File: config.mk
export PLATFORM = sky130hd
export DESIGN_NAME = hex_display_ctrl_flat
export DESIGN_NICKNAME = d
export VERILOG_FILES = /design/src/rtl/hex_disp_pkg.sv /design/src/rtl/hex_display_ctrl_if.sv /design/src/rtl/hex_seg_decode.sv /design/src/rtl/hex_display_ctrl.sv /design/src/flat_wrapper.sv
export SDC_FILE = /design/constraint.sdc
export NUM_CORES = 1
export LEC_CHECK = 0
export ABC_AREA = 1
export BUFFER_PORTS_ARGS = -buffer_cell sky130_fd_sc_hd__clkbuf_2
export CAP_MARGIN = 20
export CORE_ASPECT_RATIO = 0.5
export CORE_MARGIN = 2
export CORE_UTILIZATION = 46
export DETAILED_ROUTE_END_ITERATION = 6
export GPL_ROUTABILITY_DRIVEN = 0
export PLACE_DENSITY = 0.66
export SYNTH_ARGS = -nofsm -noshare
export SYNTH_HDL_FRONTEND = slang
export SYNTH_SLANG_ARGS = --single-unit
File: constraint.sdc
create_clock -name CLK -period 2.9 [get_ports CLK]
set_input_delay 0.29 -clock CLK [delete_from_list [all_inputs] [get_ports CLK]]
set_output_delay 0.29 -clock CLK [all_outputs]
set_load 0.01 [all_outputs]
File: src/rtl/hex_disp_pkg.sv
// hex_disp_pkg: shared constants, glyph table and encodings for the hex display controller.
package hex_disp_pkg;
    localparam logic [6:0] SEG_BLANK = 7'h7F;
    localparam logic [6:0] GLYPH_0 = 7'h40;
    localparam logic [6:0] GLYPH_1 = 7'h79;
    localparam logic [6:0] GLYPH_2 = 7'h24;
    localparam logic [6:0] GLYPH_3 = 7'h30;
    localparam logic [6:0] GLYPH_4 = 7'h19;
    localparam logic [6:0] GLYPH_5 = 7'h12;
    localparam logic [6:0] GLYPH_6 = 7'h02;
    localparam logic [6:0] GLYPH_7 = 7'h78;
    localparam logic [6:0] GLYPH_8 = 7'h00;
    localparam logic [6:0] GLYPH_9 = 7'h10;
    localparam logic [6:0] GLYPH_A = 7'h08;
    localparam logic [6:0] GLYPH_B = 7'h03;
    localparam logic [6:0] GLYPH_C = 7'h46;
    localparam logic [6:0] GLYPH_D = 7'h21;
    localparam logic [6:0] GLYPH_E = 7'h06;
    localparam logic [6:0] GLYPH_F = 7'h0E;
    // Entry n is the glyph for nibble n.
    localparam logic [15:0][6:0] GLYPHS = {
        GLYPH_F, GLYPH_E, GLYPH_D, GLYPH_C, GLYPH_B, GLYPH_A, GLYPH_9, GLYPH_8,
        GLYPH_7, GLYPH_6, GLYPH_5, GLYPH_4, GLYPH_3, GLYPH_2, GLYPH_1, GLYPH_0
    };
    typedef enum logic {IDLE, SCAN} state_e;
    typedef enum logic [1:0] {SEL_NONE, SEL_A, SEL_B} req_sel_e;
endpackage

File: src/rtl/hex_display_ctrl_if.sv
// hex_display_ctrl_if: requester handshakes, display controls and HEX outputs.
interface hex_display_ctrl_if;
    logic        A_REQ;
    logic [15:0] A_DATA;
    logic        A_ACK;
    logic        B_REQ;
    logic [15:0] B_DATA;
    logic        B_ACK;
    logic        BLANK_LZ;
    logic [3:0]  BLINK_MASK;
    logic [6:0]  HEX0;
    logic [6:0]  HEX1;
    logic [6:0]  HEX2;
    logic [6:0]  HEX3;
    logic        BUSY;
    modport master (
        output A_REQ, A_DATA, B_REQ, B_DATA, BLANK_LZ, BLINK_MASK,
        input  A_ACK, B_ACK, HEX0, HEX1, HEX2, HEX3, BUSY
    );
    modport slave (
        input  A_REQ, A_DATA, B_REQ, B_DATA, BLANK_LZ, BLINK_MASK,
        output A_ACK, B_ACK, HEX0, HEX1, HEX2, HEX3, BUSY
    );
endinterface

File: src/rtl/hex_seg_decode.sv
// hex_seg_decode: nibble to active-low gfedcba seven-segment glyph.
module hex_seg_decode
    import hex_disp_pkg::*;
(
    input  logic [3:0] nib_i,
    output logic [6:0] seg_o
);
    assign seg_o = GLYPHS[nib_i];
endmodule

File: src/rtl/hex_display_ctrl.sv
// hex_display_ctrl: round-robin arbitration of two requesters, one-digit-per-cycle
// scan through a shared decoder, leading-zero blanking and per-digit blinking.
module hex_display_ctrl
    import hex_disp_pkg::*;
#(
    parameter int unsigned BLINK_DIV = 25_000_000
) (
    input logic               CLK,
    input logic               RESETN,
    hex_display_ctrl_if.slave bus
);
    localparam int CW = $clog2(BLINK_DIV);
    state_e          state_q, state_d;
    req_sel_e        sel;
    logic [1:0]      dig_q, dig_d;
    logic [15:0]     val_q, val_d;
    logic            lz_q, lz_d, fav_b_q, fav_b_d, a_ack_q, b_ack_q;
    logic [3:0][6:0] seg_q, seg_d, hex_q, hex_d;
    logic [CW-1:0]   cnt_q, cnt_d;
    logic            phase_q, phase_d, wrap, blank;
    logic [6:0]      glyph;

    hex_seg_decode u_dec (.nib_i(val_q[{dig_q, 2'b00} +: 4]), .seg_o(glyph));

    always_comb begin
        sel = (state_q != IDLE) ? SEL_NONE
            : (bus.A_REQ && (!bus.B_REQ || !fav_b_q)) ? SEL_A
            : bus.B_REQ ? SEL_B : SEL_NONE;
        // A digit is blanked only if it and every more significant nibble are zero.
        blank = lz_q && dig_q != 2'd0 && (val_q >> {dig_q, 2'b00}) == 16'h0;
        state_d = state_q;
        dig_d = dig_q;
        val_d = val_q;
        lz_d = lz_q;
        fav_b_d = fav_b_q;
        seg_d = seg_q;
        if (state_q == IDLE && (sel != SEL_NONE || bus.BLANK_LZ != lz_q)) begin
            if (sel != SEL_NONE) begin
                val_d = (sel == SEL_A) ? bus.A_DATA : bus.B_DATA;
                fav_b_d = (bus.A_REQ && bus.B_REQ) ? (sel == SEL_A) : fav_b_q;
            end
            lz_d = bus.BLANK_LZ;
            dig_d = 2'd0;
            state_d = SCAN;
        end else if (state_q == SCAN) begin
            seg_d[dig_q] = blank ? SEG_BLANK : glyph;
            dig_d = dig_q + 2'd1;
            state_d = (dig_q == 2'd3) ? IDLE : SCAN;
        end
        wrap = cnt_q == CW'(BLINK_DIV - 1);
        cnt_d = wrap ? '0 : cnt_q + CW'(1);
        phase_d = phase_q ^ wrap;
        for (int d = 0; d < 4; d++)
            hex_d[d] = (phase_q && bus.BLINK_MASK[d]) ? SEG_BLANK : seg_q[d];
    end

    always_ff @(posedge CLK) begin
        if (!RESETN) begin
            state_q <= SCAN;
            dig_q <= 2'd0;
            val_q <= 16'h0000;
            lz_q <= 1'b0;
            fav_b_q <= 1'b0;
            a_ack_q <= 1'b0;
            b_ack_q <= 1'b0;
            seg_q <= {4{SEG_BLANK}};
            hex_q <= {4{SEG_BLANK}};
            cnt_q <= '0;
            phase_q <= 1'b0;
        end else begin
            state_q <= state_d;
            dig_q <= dig_d;
            val_q <= val_d;
            lz_q <= lz_d;
            fav_b_q <= fav_b_d;
            a_ack_q <= sel == SEL_A;
            b_ack_q <= sel == SEL_B;
            seg_q <= seg_d;
            hex_q <= hex_d;
            cnt_q <= cnt_d;
            phase_q <= phase_d;
        end
    end

    assign bus.A_ACK = a_ack_q;
    assign bus.B_ACK = b_ack_q;
    assign bus.HEX0 = hex_q[0];
    assign bus.HEX1 = hex_q[1];
    assign bus.HEX2 = hex_q[2];
    assign bus.HEX3 = hex_q[3];
    assign bus.BUSY = state_q != IDLE;
endmodule

File: src/flat_wrapper.sv
// flat-port wrapper written by rule: the top's interface ports become plain ports
module hex_display_ctrl_flat import hex_disp_pkg::*;
#(
    parameter int unsigned BLINK_DIV = 25_000_000
)
  (CLK, RESETN, bus_A_REQ, bus_A_DATA, bus_B_REQ, bus_B_DATA, bus_BLANK_LZ, bus_BLINK_MASK, bus_A_ACK, bus_B_ACK, bus_HEX0, bus_HEX1, bus_HEX2, bus_HEX3, bus_BUSY);
  hex_display_ctrl_if bus_i ();
  input logic CLK;
  input logic RESETN;
  input wire logic [$bits(bus_i.A_REQ)-1:0] bus_A_REQ;
  input wire logic [$bits(bus_i.A_DATA)-1:0] bus_A_DATA;
  input wire logic [$bits(bus_i.B_REQ)-1:0] bus_B_REQ;
  input wire logic [$bits(bus_i.B_DATA)-1:0] bus_B_DATA;
  input wire logic [$bits(bus_i.BLANK_LZ)-1:0] bus_BLANK_LZ;
  input wire logic [$bits(bus_i.BLINK_MASK)-1:0] bus_BLINK_MASK;
  output wire logic [$bits(bus_i.A_ACK)-1:0] bus_A_ACK;
  output wire logic [$bits(bus_i.B_ACK)-1:0] bus_B_ACK;
  output wire logic [$bits(bus_i.HEX0)-1:0] bus_HEX0;
  output wire logic [$bits(bus_i.HEX1)-1:0] bus_HEX1;
  output wire logic [$bits(bus_i.HEX2)-1:0] bus_HEX2;
  output wire logic [$bits(bus_i.HEX3)-1:0] bus_HEX3;
  output wire logic [$bits(bus_i.BUSY)-1:0] bus_BUSY;
  assign bus_i.A_REQ = bus_A_REQ;
  assign bus_i.A_DATA = bus_A_DATA;
  assign bus_i.B_REQ = bus_B_REQ;
  assign bus_i.B_DATA = bus_B_DATA;
  assign bus_i.BLANK_LZ = bus_BLANK_LZ;
  assign bus_i.BLINK_MASK = bus_BLINK_MASK;
  assign bus_A_ACK = bus_i.A_ACK;
  assign bus_B_ACK = bus_i.B_ACK;
  assign bus_HEX0 = bus_i.HEX0;
  assign bus_HEX1 = bus_i.HEX1;
  assign bus_HEX2 = bus_i.HEX2;
  assign bus_HEX3 = bus_i.HEX3;
  assign bus_BUSY = bus_i.BUSY;
  hex_display_ctrl #(.BLINK_DIV(BLINK_DIV)) u_core (.CLK(CLK), .RESETN(RESETN), .bus(bus_i));
endmodule
==> results of run 1 <==
==> cell families (layout without fill, tap and decap cells) <==
logic type / after synthesis / in the layout / synth area share [%]
adder cells (fa/ha/maj): 11 / 11 / 2.81
XOR/XNOR: 10 / 10 / 1.79
buffers and inverters: 116 / 188 / 9.62
flip-flops: 105 / 105 / 42.9
AND/OR/NAND/NOR: 355 / 355 / 32.7
AO/OA/AOI/OAI: 93 / 93 / 10.2
==> state kept, by name, indices dropped and copies added (netlist names), 2 cells and up <==
register         flops
u_core.seg_q        28
u_core.bus.HEX2      7
u_core.dig_q         2
u_core.val_q        16
u_core.bus.HEX0      7
u_core.bus.HEX1      7
u_core.bus.HEX3      7
u_core.cnt_q        25
==> cell type report <==
type | instances | area [um2]
clock buffers | 11 | 243
fillers | 1011 | 4650
clock inverters | 5 | 37.5
flip-flops and latches | 105 | 2100
inverters | 98 | 368
well taps | 140 | 175
repair buffers | 74 | 378
multi-input cells | 469 | 2330
==> synthesized netlist by cell type (all sizes together) <==
cell / count / area [um2]
a21oi: 66 / 342
nand2: 226 / 903
buf: 10 / 73.8
nor3b: 2 / 20.0
a21boi: 1 / 18.8
ha: 11 / 138
nor3: 10 / 71.3
xor2: 6 / 52.6
or2: 3 / 18.8
nor2: 49 / 206
nand3b: 2 / 15.0
nand4: 8 / 50.1
xnor2: 4 / 35.0
clkinv: 1 / 3.75
dfxtp: 105 / 2100
nand3: 55 / 315
o21ai: 26 / 141
clkbuf: 8 / 30.0
inv: 97 / 364
==> layer usage <==
layer  global-route usage, %  vias to the layer above
li1                        -                     2295
met5                       0                        -
met4                    5.38                        0
met1                    25.1                     1865
met2                    30.9                      118
met3                    5.12                       12
==> critical path, delay by kind of cell (launching register included) <==
family / cells / cell delay (ns)
flops: 1 / 0.60
simple gates: 9 / 0.94
fa+ha+maj: 1 / 0.24
compound gates: 1 / 0.30
buf+inv: 2 / 0.26
==> path summary, 6_finish.rpt <==
path / endpoint / depth (start not counted) / start
min: u_core.lz_q / 3 / bus_BLANK_LZ
min reg2reg: u_core.bus.HEX1[0] / 2 / u_core.seg_q[7]
max: u_core.seg_q[3] / 13 / u_core.dig_q[0]
max reg2reg: u_core.seg_q[3] / 13 / u_core.dig_q[0]
==> power by group <==
| part | switching (mW) | internal [mW] | total (mW) | leakage [nW] |
|---|---|---|---|---|
| Clock | 0.541 | 0.611 | 1.15 | 0.133 |
| Sequential | 0.105 | 1.61 | 1.71 | 0.858 |
| Combinational | 0.534 | 0.285 | 0.820 | 1.74 |
==> per-stage QoR <==
stage | setup WS [ns] | instance area, um2 | std cells | utilization [%] | hold slack [ns]
after floorplan | 1.07 | 4900 | 690 | - | 0.412
after global placement | 0.634 | 5350 | 886 | 52.1 | 0.427
after detailed placement | 0.526 | 5350 | 886 | 52.1 | 0.428
after CTS | 0.514 | 5630 | 902 | 54.8 | 0.204
after global routing | 0.273 | 5630 | 902 | 54.8 | 0.218
final | 0.503 | 5630 | 902 | 54.8 | 0.208
==> results by stage, run 1 <==
Die:
- The I/O pin count is 72.
- The initial utilization of the core area, before any placement, comes to 47.7%.
- The die span in y is 77.0 um.
- The area enclosed by the die boundary is 11500 um2.
- The die is 150 um wide.
- The area inside the core boundary is 10300 um2.
- The floorplan has 26 rows.

Final layout:
- At the end of the flow, the number of nets in the layout was ~800.
- Of the cells placed in the final design, the portion with a size suffix greater than 1 is 17.1%.
- From synthesis to final layout, the design area changed by 15.0%.
- In the layout the commonest cells are sky130_fd_sc_hd__nand2_1 (212), sky130_fd_sc_hd__dfxtp_1 (105), sky130_fd_sc_hd__inv_1 (93).
- The number of antenna diodes in the final layout is 0.
- The library cell used most frequently in the layout, excluding fill and tap cells, is sky130_fd_sc_hd__nand2_1.

Timing:
- Setup repair after global routing left no endpoint under its margin.
- The largest clock skew in the final design is 0.00719 ns.
- The setup TNS is 0 ns.
- The count of endpoints failing hold in the final timing report is 0.
- Setup violations remaining at the end of the flow were counted as 0.
- The number of max-slew violations in the final report came to 0.
- The final critical path takes up ~83% of the cycle.
- The timing-limited maximum frequency is 417 MHz.
- The slew of the pin with the lowest slew margin is 0.598 ns.
- In this run the tightest slew margin relative to its limit is about three fifths.
- After layout, the minimum clock period comes to 2.40 ns.

Critical path:
- The worst setup path is of the flip-flop to flip-flop kind.
- The signal on the critical path passes through inv_2 > nand2_2 > nand2_1 > o21ai_1 > ha_1 > inv_1 > nor2_1 > nand4_1 > nor2_1 > nand2_4 > nand3_2 > nand2_1 > nand2_1.
- Across all register-to-register paths, the minimum setup slack is 0.50 ns.
- The cell with the largest stage delay on the worst path is sky130_fd_sc_hd__dfxtp_1.
- The endpoint class of the critical path is a flip-flop.
- The element type at the critical path start is a flip-flop.
- In this design, the critical path's most frequently occurring cell is sky130_fd_sc_hd__nand2_1.
- The highest cell delay on the worst timing path is 0.60 ns.
- At the worst endpoint, the required time is roughly 3.2 ns.
- Along the worst path, the maximum fanout reaches 14.
- Data arrives at the worst endpoint at 2.69 ns.

Logic synthesis:
- The part of the Yosys area used for sequential elements is between 40% and 50%.
- Yosys printed 0 warnings.
- Counting flops and latches in the post-synthesis netlist gives 105.
- Synthesis produced 690 cells.
- The netlist uses 34 different library cells.
- After synthesis the cells add up to 4900 um2.
- The number of nets in the synthesized netlist is 742.
- The post-synthesis average cell area is about 7.1 um2.

Clocking:
- The maximum clock insertion buffer count is 2.
- The CTS root buffer is sky130_fd_sc_hd__clkbuf_16.
- In this run the post-CTS setup repair buffer count came out at 0.
- The number of hold buffers added after CTS is 0.
- After clock tree synthesis, the clock-pin slew on the worst setup and hold paths is 0.07 ns.
- The clock sink total is 105.
- The quantity of gates resized following cts is 0.
- The clock latency on the worst-skew pair is ~0.35 ns.
- Buffers inserted during clock tree synthesis total 9.
- TritonCTS built the clock tree.
- The number of H-tree branching levels is 3.

Placed design:
- The count of buffers added on input and output ports is 71.
- Once detailed placement completed, the half-perimeter wirelength came to 7880 um.

Route:
- The top routing layer in use is met4.
- The sum of routed wire length over all layers is 10400 um.
- For this block, the via count after detailed routing is 4290.
- After detailed routing, the number of vias per cell comes to 4.76.
- Wire segments on met2 add up to 4790 um in the final route.
- Summed over all nets, wire length on met3 after detailed routing comes to 637 um.
- The routed length on met1 is 4900 um.
- The post-detailed-route DRC marker count is 0.
- The DRC violation total after the first TritonRoute iteration is 142.
- The detail route stage leaves a number of antenna-violating nets equal to 0.
- The wire length per cell after detailed routing is 11.6 um.
- The first TritonRoute pass finished after 5 iterations.

Global routing:
- The number of antenna violations at the first check in global routing was 0.
- The first global-routing pass estimated ~18000 um of wire.
- The overall track demand over capacity in global routing is 19.1%.
- The largest net degree at the start of global routing is 27.
- The via count of the first global-routing pass came to 3856.
- The total grt overflow is 0.

Min path:
- The type of the worst min-delay path is input pin to flip-flop.

Power and ir drop:
- The peak supply drop is 304 uV.
- Dividing total power by cell area gives a power density of roughly 650 nW/um2.
- In this run the static leakage power is 2.73 nW.
- After layout, the design draws a total of 3.68 mW.

Outcome:
- The run finished with clean final reports.

Run:
- The max-cap violation count is 0.
Power figures use the tool's default switching activity.
==> run 2: changes to the inputs <==
- clock period: 2.9 -> 2.4 ns (I/O delays scaled with it)
==> results by stage, run 2 (same netlist as run 1, synthesis figures left out) <==
Global routing:
- The largest net degree at the start of global routing is 27 (unchanged).
- The overall track demand over capacity in global routing is 19.5% (+0.45 points).
- The global-route wire length before repair came to 18200 um (+2.3%).
- The via count of the first global-routing pass is 4113 (+6.7%).
- The number of antenna violations at the first check in global routing came to 0 (unchanged).
- The total grt overflow is 0 (unchanged).

Critical path:
- The required time at the endpoint of the critical path is 2.63 ns (-0.56 ns).
- The endpoint class of the critical path is a flip-flop.
- The largest fanout on the critical path is 14 (unchanged).
- The worst setup path is launched from a flip-flop.
- The kind of critical path is flip-flop to flip-flop.
- The data arrival at the endpoint of the critical path is 2.29 ns (-0.40 ns).

Die:
- The area enclosed by the die boundary is 11500 um2 (unchanged).
- The area inside the core boundary came to 10300 um2 (unchanged).
- The die span in y is 77.0 um (unchanged).
- The die span in x was 150 um (unchanged).
- The effective utilization at floorplan was 47.7% (unchanged).
- The site row count is 26 (unchanged).
- The I/O pin count is 72 (unchanged).

Timing:
- The period utilization is 85.7% (+3.0 points).
- The timing-limited maximum frequency came to 486 MHz (+17%).
- The largest clock skew in the final design is 0.0105 ns (+0.00332 ns).
- The count of endpoints failing hold in the final timing report is 0 (unchanged).
- The setup slack after layout was 0.344 ns (-0.159 ns).
- The final setup violation count was 0 (unchanged).
- Setup repair after global routing left no endpoint under its margin.
- The worst hold slack is 0.165 ns (-0.0430 ns).
- The relative slew slack was 70.6% (+11 points).
- The slew of the pin with the lowest slew margin is 0.441 ns (-0.158 ns).
- The shortest period the worst path allows is 2.06 ns (-0.341 ns).
- The number of max-slew violations in the final report came to 0 (unchanged).
- The setup TNS is 0 ns (unchanged).

Final layout:
- The number of fill cells was 1010 (-0.099%).
- The antenna diode count was 0 (unchanged).
- The share of the core filled with cells is 55.6% (+0.84 points).
- The leading cell type in the layout, fill and taps excluded is sky130_fd_sc_hd__nand2_1.
- The share of cells above drive strength 1 came to 17.6% (+0.59 points).
- The number of standard cells in the layout, taps in and fillers out was 905 (+0.33%).
- The largest registers in the layout are u_core.seg_q x28, u_core.cnt_q x25, u_core.val_q x16.
- Counting flops per register, the top entry is u_core.seg_q.
- In the layout the commonest cells are sky130_fd_sc_hd__nand2_1 (212), sky130_fd_sc_hd__dfxtp_1 (105), sky130_fd_sc_hd__inv_1 (93).
- The final standard cell area without fillers came to 5720 um2 (+1.5%).
- Compared with the post-synthesis result, the final layout area differs by 16.7%.
- The flip-flop count of the largest register, all copies and words added is 28 (unchanged).
- The final net count is 812 (+0.37%).

Placed design:
- The pre-CTS setup slack is 0.297 ns (-0.229 ns).
- The placed wire-length estimate after detailed placement is 8080 um (+2.5%).
- The port buffer count was 71 (unchanged).
- The cell area reported after detailed placement was 5380 um2 (+0.42%).
- The number of instances in the placed design is 889 (+0.34%).

Route:
- The DRC violation total after the first TritonRoute iteration was 121 (-15%).
- The wire length per cell after detailed routing came to 11.6 um (+0.60%).
- The post-detailed-route DRC marker count is 0 (unchanged).
- The via total after detailed routing is 4336 (+1.1%).
- The number of detailed-routing iterations run before antenna repair is 4 (-1).
- The via count normalized by instance count was 4.79 (+0.74%).
- The final antenna-violating net count came to 0 (unchanged).
- The sum of routed wire length over all layers is 10500 um (+0.93%).

Power and ir drop:
- The part of the total power dissipated in combinational logic came to 21.3% (-1.0 points).
- The register share of total power is 44.1% (-2.4 points).
- The share of total power in the clock network was 34.7% (+3.4 points).
- The post-layout total power is 4.68 mW (+27%).
- The ratio of total power to cell area was 819 nW/um2 (+25%).
- The internal cell power is 3.29 mW (+32%).
- The peak supply drop is 329 uV (+8.3%).
- The total leakage power was 2.78 nW (+1.9%).
- The total net switching power is 1.39 mW (+18%).
- The net switching fraction of the power is 29.8% (-2.3 points).

Clocking:
- The post-CTS clock slew at the launch and capture registers of the worst setup and hold paths is 0.07 ns (about the same).
- The total setup buffers inserted after CTS is 0 (unchanged).
- The number of H-tree branching levels is 3 (unchanged).
- The clock sink total is 105 (unchanged).
- The clock latency on the worst-skew pair is 0.34 ns (about the same).
- The maximum clock insertion buffer count is 2 (unchanged).
- The CTS tree is built.
- The cell sitting at the root of the clock tree is a sky130_fd_sc_hd__clkbuf_16.
- The number of CTS-inserted buffers is 9 (unchanged).

Outcome:
- The run finished with clean final reports.

Run:
- The max-cap violation count is 0 (unchanged).

Min path:
- The type of the worst min-delay path is input pin to flip-flop.
## run 2: cell types whose count changed in the layout (fill, tap and decap cells not counted)
cell / change
sky130_fd_sc_hd__o21ai_2: +1
sky130_fd_sc_hd__inv_6: -2
sky130_fd_sc_hd__clkbuf_8: +2
sky130_fd_sc_hd__clkbuf_1: -1
sky130_fd_sc_hd__clkinv_4: +1
sky130_fd_sc_hd__bufinv_16: +2
sky130_fd_sc_hd__buf_4: +3
sky130_fd_sc_hd__o21ai_1: -1
sky130_fd_sc_hd__clkinvlp_4: -2
## run 2: worst max-delay path, cell delays in order (launching register included)
cell and delay [ns]:
sky130_fd_sc_hd__dfxtp_1 0.45, sky130_fd_sc_hd__inv_2 0.17, sky130_fd_sc_hd__nand2_1 0.11, sky130_fd_sc_hd__nand3_1 0.09, sky130_fd_sc_hd__nand2_2 0.16, sky130_fd_sc_hd__inv_1 0.09
sky130_fd_sc_hd__ha_1 0.24, sky130_fd_sc_hd__nand3_1 0.11, sky130_fd_sc_hd__nor2_1 0.05, sky130_fd_sc_hd__a21oi_1 0.23, sky130_fd_sc_hd__nand2_2 0.11, sky130_fd_sc_hd__nand2_1 0.07
sky130_fd_sc_hd__nand2_1 0.04
## run 2: worst paths after layout
| kind | startpoint | slack, ns | cells past startpoint | end |
|---|---|---|---|---|
| hold / removal | bus_BLANK_LZ | 0.17 | 3 | u_core.lz_q |
| setup reg to reg | u_core.dig_q[0] | 0.34 | 12 | u_core.seg_q[19] |
| setup / recovery | u_core.dig_q[0] | 0.34 | 12 | u_core.seg_q[19] |
| hold reg to reg | u_core.seg_q[7] | 0.43 | 2 | u_core.bus.HEX1[0] |
## run 2: cell type report
type	count	area, um2	area share [%]
clock buffers	12	267	4.66
well taps	140	175	3.06
flip-flops and latches	105	2100	36.7
clock inverters	4	73.8	1.29
inverters	98	368	6.43
repair buffers	77	400	7.00
multi-input cells	469	2330	40.8
## run 2: repair_timing
action,CTS,global route
endpoints found under the hold margin,0,0
setup endpoints to repair,0,23
gates resized for setup,0,1
hold buffers,0,0
## run 2: metal layers
metal  track usage [%]  vias up  part of all wire [%]
li1                  -     2303                     -
met1              24.0     1944                    46
met2              33.9       82                    48
met3              5.60        7                   5.5
met4              4.62        0                   1.0
met5                 0        -                     0
## run 2: power groups by stage
| stage | Combinational (mW) | Sequential, mW | Clock, mW |
|---|---|---|---|
| floorplan | 0.731 | 2.08 | 0 |
| global placement | 0.995 | 2.10 | 0 |
| detailed placement | 0.997 | 2.10 | 0 |
| CTS | 1.00 | 2.07 | 1.66 |
| global route | 1.16 | 2.09 | 1.73 |
| finish | 0.997 | 2.06 | 1.62 |
==> run 3: changes to the inputs <==
- HOLD_SLACK_MARGIN: unset -> 0.08
- PLACE_DENSITY: 0.66 -> unset
- PLACE_DENSITY_LB_ADDON: unset -> 0.05
==> results by stage, run 3 (same netlist as run 1, synthesis figures left out) <==
Outcome:
- The run finished with clean final reports.

Timing:
- Setup repair after global routing left no endpoint under its margin.
- The setup TNS is 0 ns (unchanged).
- The slew of the pin with the lowest slew margin was 0.573 ns (+0.133 ns).
- The number of max-slew violations in the final report is 0 (unchanged).
- The shortest period the worst path allows is 2.07 ns (+0.0188 ns).
- The period utilization is 86.5% (+0.78 points).
- The largest clock skew in the final design was 0.00636 ns (-0.00415 ns).
- The relative slew slack is 61.8% (-8.8 points).
- The setup slack after layout was 0.325 ns (-0.0187 ns).
- The final setup violation count is 0 (unchanged).
- The timing-limited maximum frequency is 482 MHz (-0.90%).
- The worst hold slack came to 0.149 ns (-0.0161 ns).
- The count of endpoints failing hold in the final timing report was 0 (unchanged).

Power and ir drop:
- The register share of total power is 45.1% (+1.0 points).
- The part of the total power dissipated in combinational logic is 22.3% (+1.0 points).
- The ratio of total power to cell area is 807 nW/um2 (-1.5%).
- The net switching fraction of the power came to 32.1% (+2.3 points).
- The total net switching power is 1.47 mW (+5.5%).
- The total leakage power is 2.76 nW (-0.75%).
- The peak supply drop is 339 uV (+3.1%).
- The internal cell power is 3.11 mW (-5.4%).
- The share of total power in the clock network is 32.6% (-2.1 points).

Final layout:
- The antenna diode count is 0 (unchanged).
- The final net count is 812 (unchanged).
- The leading cell type in the layout, fill and taps excluded is sky130_fd_sc_hd__nand2_1.
- The number of fill cells is 1042 (+3.2%).
- The final standard cell area without fillers is 5680 um2 (-0.68%).
- The largest registers in the layout are u_core.seg_q x28, u_core.cnt_q x25, u_core.val_q x16.
- The share of cells above drive strength 1 is 17.6% (unchanged).
- The flip-flop count of the largest register, all copies and words added is 28 (unchanged).
- The library cells used most frequently in the layout, excluding fill and tap cells, are sky130_fd_sc_hd__nand2_1 (212), sky130_fd_sc_hd__dfxtp_1 (105), sky130_fd_sc_hd__inv_1 (93).
- The area growth from synthesis to layout is 15.9%.
- The register with the most flip-flops is u_core.seg_q.

Clocking:
- The CTS root buffer is sky130_fd_sc_hd__clkbuf_16.
- The number of hold buffers added after CTS is 0 (unchanged).
- The total setup buffers inserted after CTS was 0 (unchanged).
- The number of CTS-inserted buffers came to 9 (unchanged).
- The post-CTS clock slew at the launch and capture registers of the worst setup and hold paths is 0.07 ns (about the same).
- The quantity of gates resized following cts is 0 (unchanged).
- The maximum clock insertion buffer count is 2 (unchanged).
- The CTS tree is built.
- The number of H-tree branching levels is 3 (unchanged).
- The clock sink total is 105 (unchanged).
- The clock latency on the worst-skew pair was 0.35 ns (about the same).

Die:
- The effective utilization at floorplan came to 47.7% (unchanged).
- The area inside the core boundary is 10300 um2 (unchanged).
- The die span in x came to 150 um (unchanged).
- The site row count is 26 (unchanged).
- The area enclosed by the die boundary is 11500 um2 (unchanged).
- The I/O pin count is 72 (unchanged).
- The die span in y is 77.0 um (unchanged).

Placed design:
- The pre-CTS setup slack is 0.309 ns (+0.0115 ns).
- The cell area reported after detailed placement is 5380 um2 (unchanged).
- The port buffer count came to 71 (unchanged).
- The placed wire-length estimate after detailed placement is 8240 um (+2.0%).

Critical path:
- The endpoint class of the critical path is a flip-flop.
- The slack of the worst reg-to-reg path is 0.33 ns (-0.02 ns).
- The element type at the critical path start is a flip-flop.
- By startpoint and endpoint, the worst setup path is classified as flip-flop to flip-flop.
- The data arrival at the endpoint of the critical path came to 2.32 ns (+0.03 ns).
- The required time at the endpoint of the critical path came to 2.64 ns (about the same).
- The largest fanout on the critical path is 14 (unchanged).

Route:
- The final antenna-violating net count is 0 (unchanged).
- The post-detailed-route DRC marker count came to 0 (unchanged).
- The number of detailed-routing iterations run before antenna repair came to 4 (unchanged).
- The via count normalized by instance count is 4.72 (-1.5%).
- The via total after detailed routing is 4271 (-1.5%).
- The sum of routed wire length over all layers is 11000 um (+4.3%).
- The DRC violation total after the first TritonRoute iteration is 152 (+26%).
- The wire length per cell after detailed routing is 12.1 um (+4.3%).

Min path:
- The type of the worst min-delay path is input pin to flip-flop.

Global routing:
- The global-route wire length before repair is 18800 um (+3.4%).
- The total grt overflow came to 0 (unchanged).
- The via count of the first global-routing pass is 3935 (-4.3%).
- The largest net degree at the start of global routing is 34 (+26%).
- The number of antenna violations at the first check in global routing is 0 (unchanged).
- The overall track demand over capacity in global routing was 20.4% (+0.86 points).

Run:
- The max-cap violation count is 0 (unchanged).
## run 3: per-stage QoR
step / power [mW] / util (%) / instances
floorplan: 2.81 / - / 690
global placement: 3.12 / 52.3 / 889
detailed placement: 3.13 / 52.3 / 889
CTS: 4.62 / 55.2 / 905
global route: 4.87 / 55.3 / 905
finish: 4.58 / 55.3 / 905
## run 3: final timing paths
check,to,cells past startpoint,startpoint
worst max-delay path,u_core.seg_q[26],12,u_core.dig_q[0]
worst min-delay path,u_core.lz_q,3,bus_BLANK_LZ
worst max register to register,u_core.seg_q[26],12,u_core.dig_q[0]
worst min register to register,u_core.bus.HEX1[0],2,u_core.seg_q[7]
## run 3: cell type report
cell class / count / area, um2 / area share [%]
Sequential cell: 105 / 2100 / 37.0
Timing Repair Buffer: 77 / 400 / 7.05
Clock inverter: 7 / 76.3 / 1.34
Clock buffer: 9 / 225 / 3.96
Multi-Input combinational cell: 469 / 2330 / 41.1
Tap cell: 140 / 175 / 3.08
Inverter: 98 / 368 / 6.47
## run 3: power groups by stage
stage,clock [mW],combinational (mW),sequential [mW]
final,1.49,1.02,2.07
after global routing,1.60,1.17,2.09
after CTS,1.53,1.02,2.07
after detailed placement,0,1.01,2.11
after global placement,0,1.01,2.11
after floorplan,0,0.731,2.08
## run 3: metal layers
| layer | track usage [%] | vias up | part of all wire, % |
|---|---|---|---|
| met3 | 5.30 | 10 | 4.6 |
| li1 | - | 2299 | - |
| met5 | 0 | - | 0 |
| met1 | 27.6 | 1875 | 49 |
| met4 | 5.38 | 0 | 1.1 |
| met2 | 32.4 | 87 | 45 |
## run 3: critical path: stages (launching register included)
cell and delay, ns:
sky130_fd_sc_hd__dfxtp_1 0.45, sky130_fd_sc_hd__inv_2 0.17, sky130_fd_sc_hd__nand2_1 0.11, sky130_fd_sc_hd__nand3_1 0.09
sky130_fd_sc_hd__nand2_2 0.17, sky130_fd_sc_hd__inv_1 0.10, sky130_fd_sc_hd__ha_1 0.25, sky130_fd_sc_hd__nand3_1 0.12
sky130_fd_sc_hd__nor2_1 0.05, sky130_fd_sc_hd__a21oi_1 0.22, sky130_fd_sc_hd__nand2_2 0.12, sky130_fd_sc_hd__nand2_1 0.08
sky130_fd_sc_hd__nand2_1 0.06
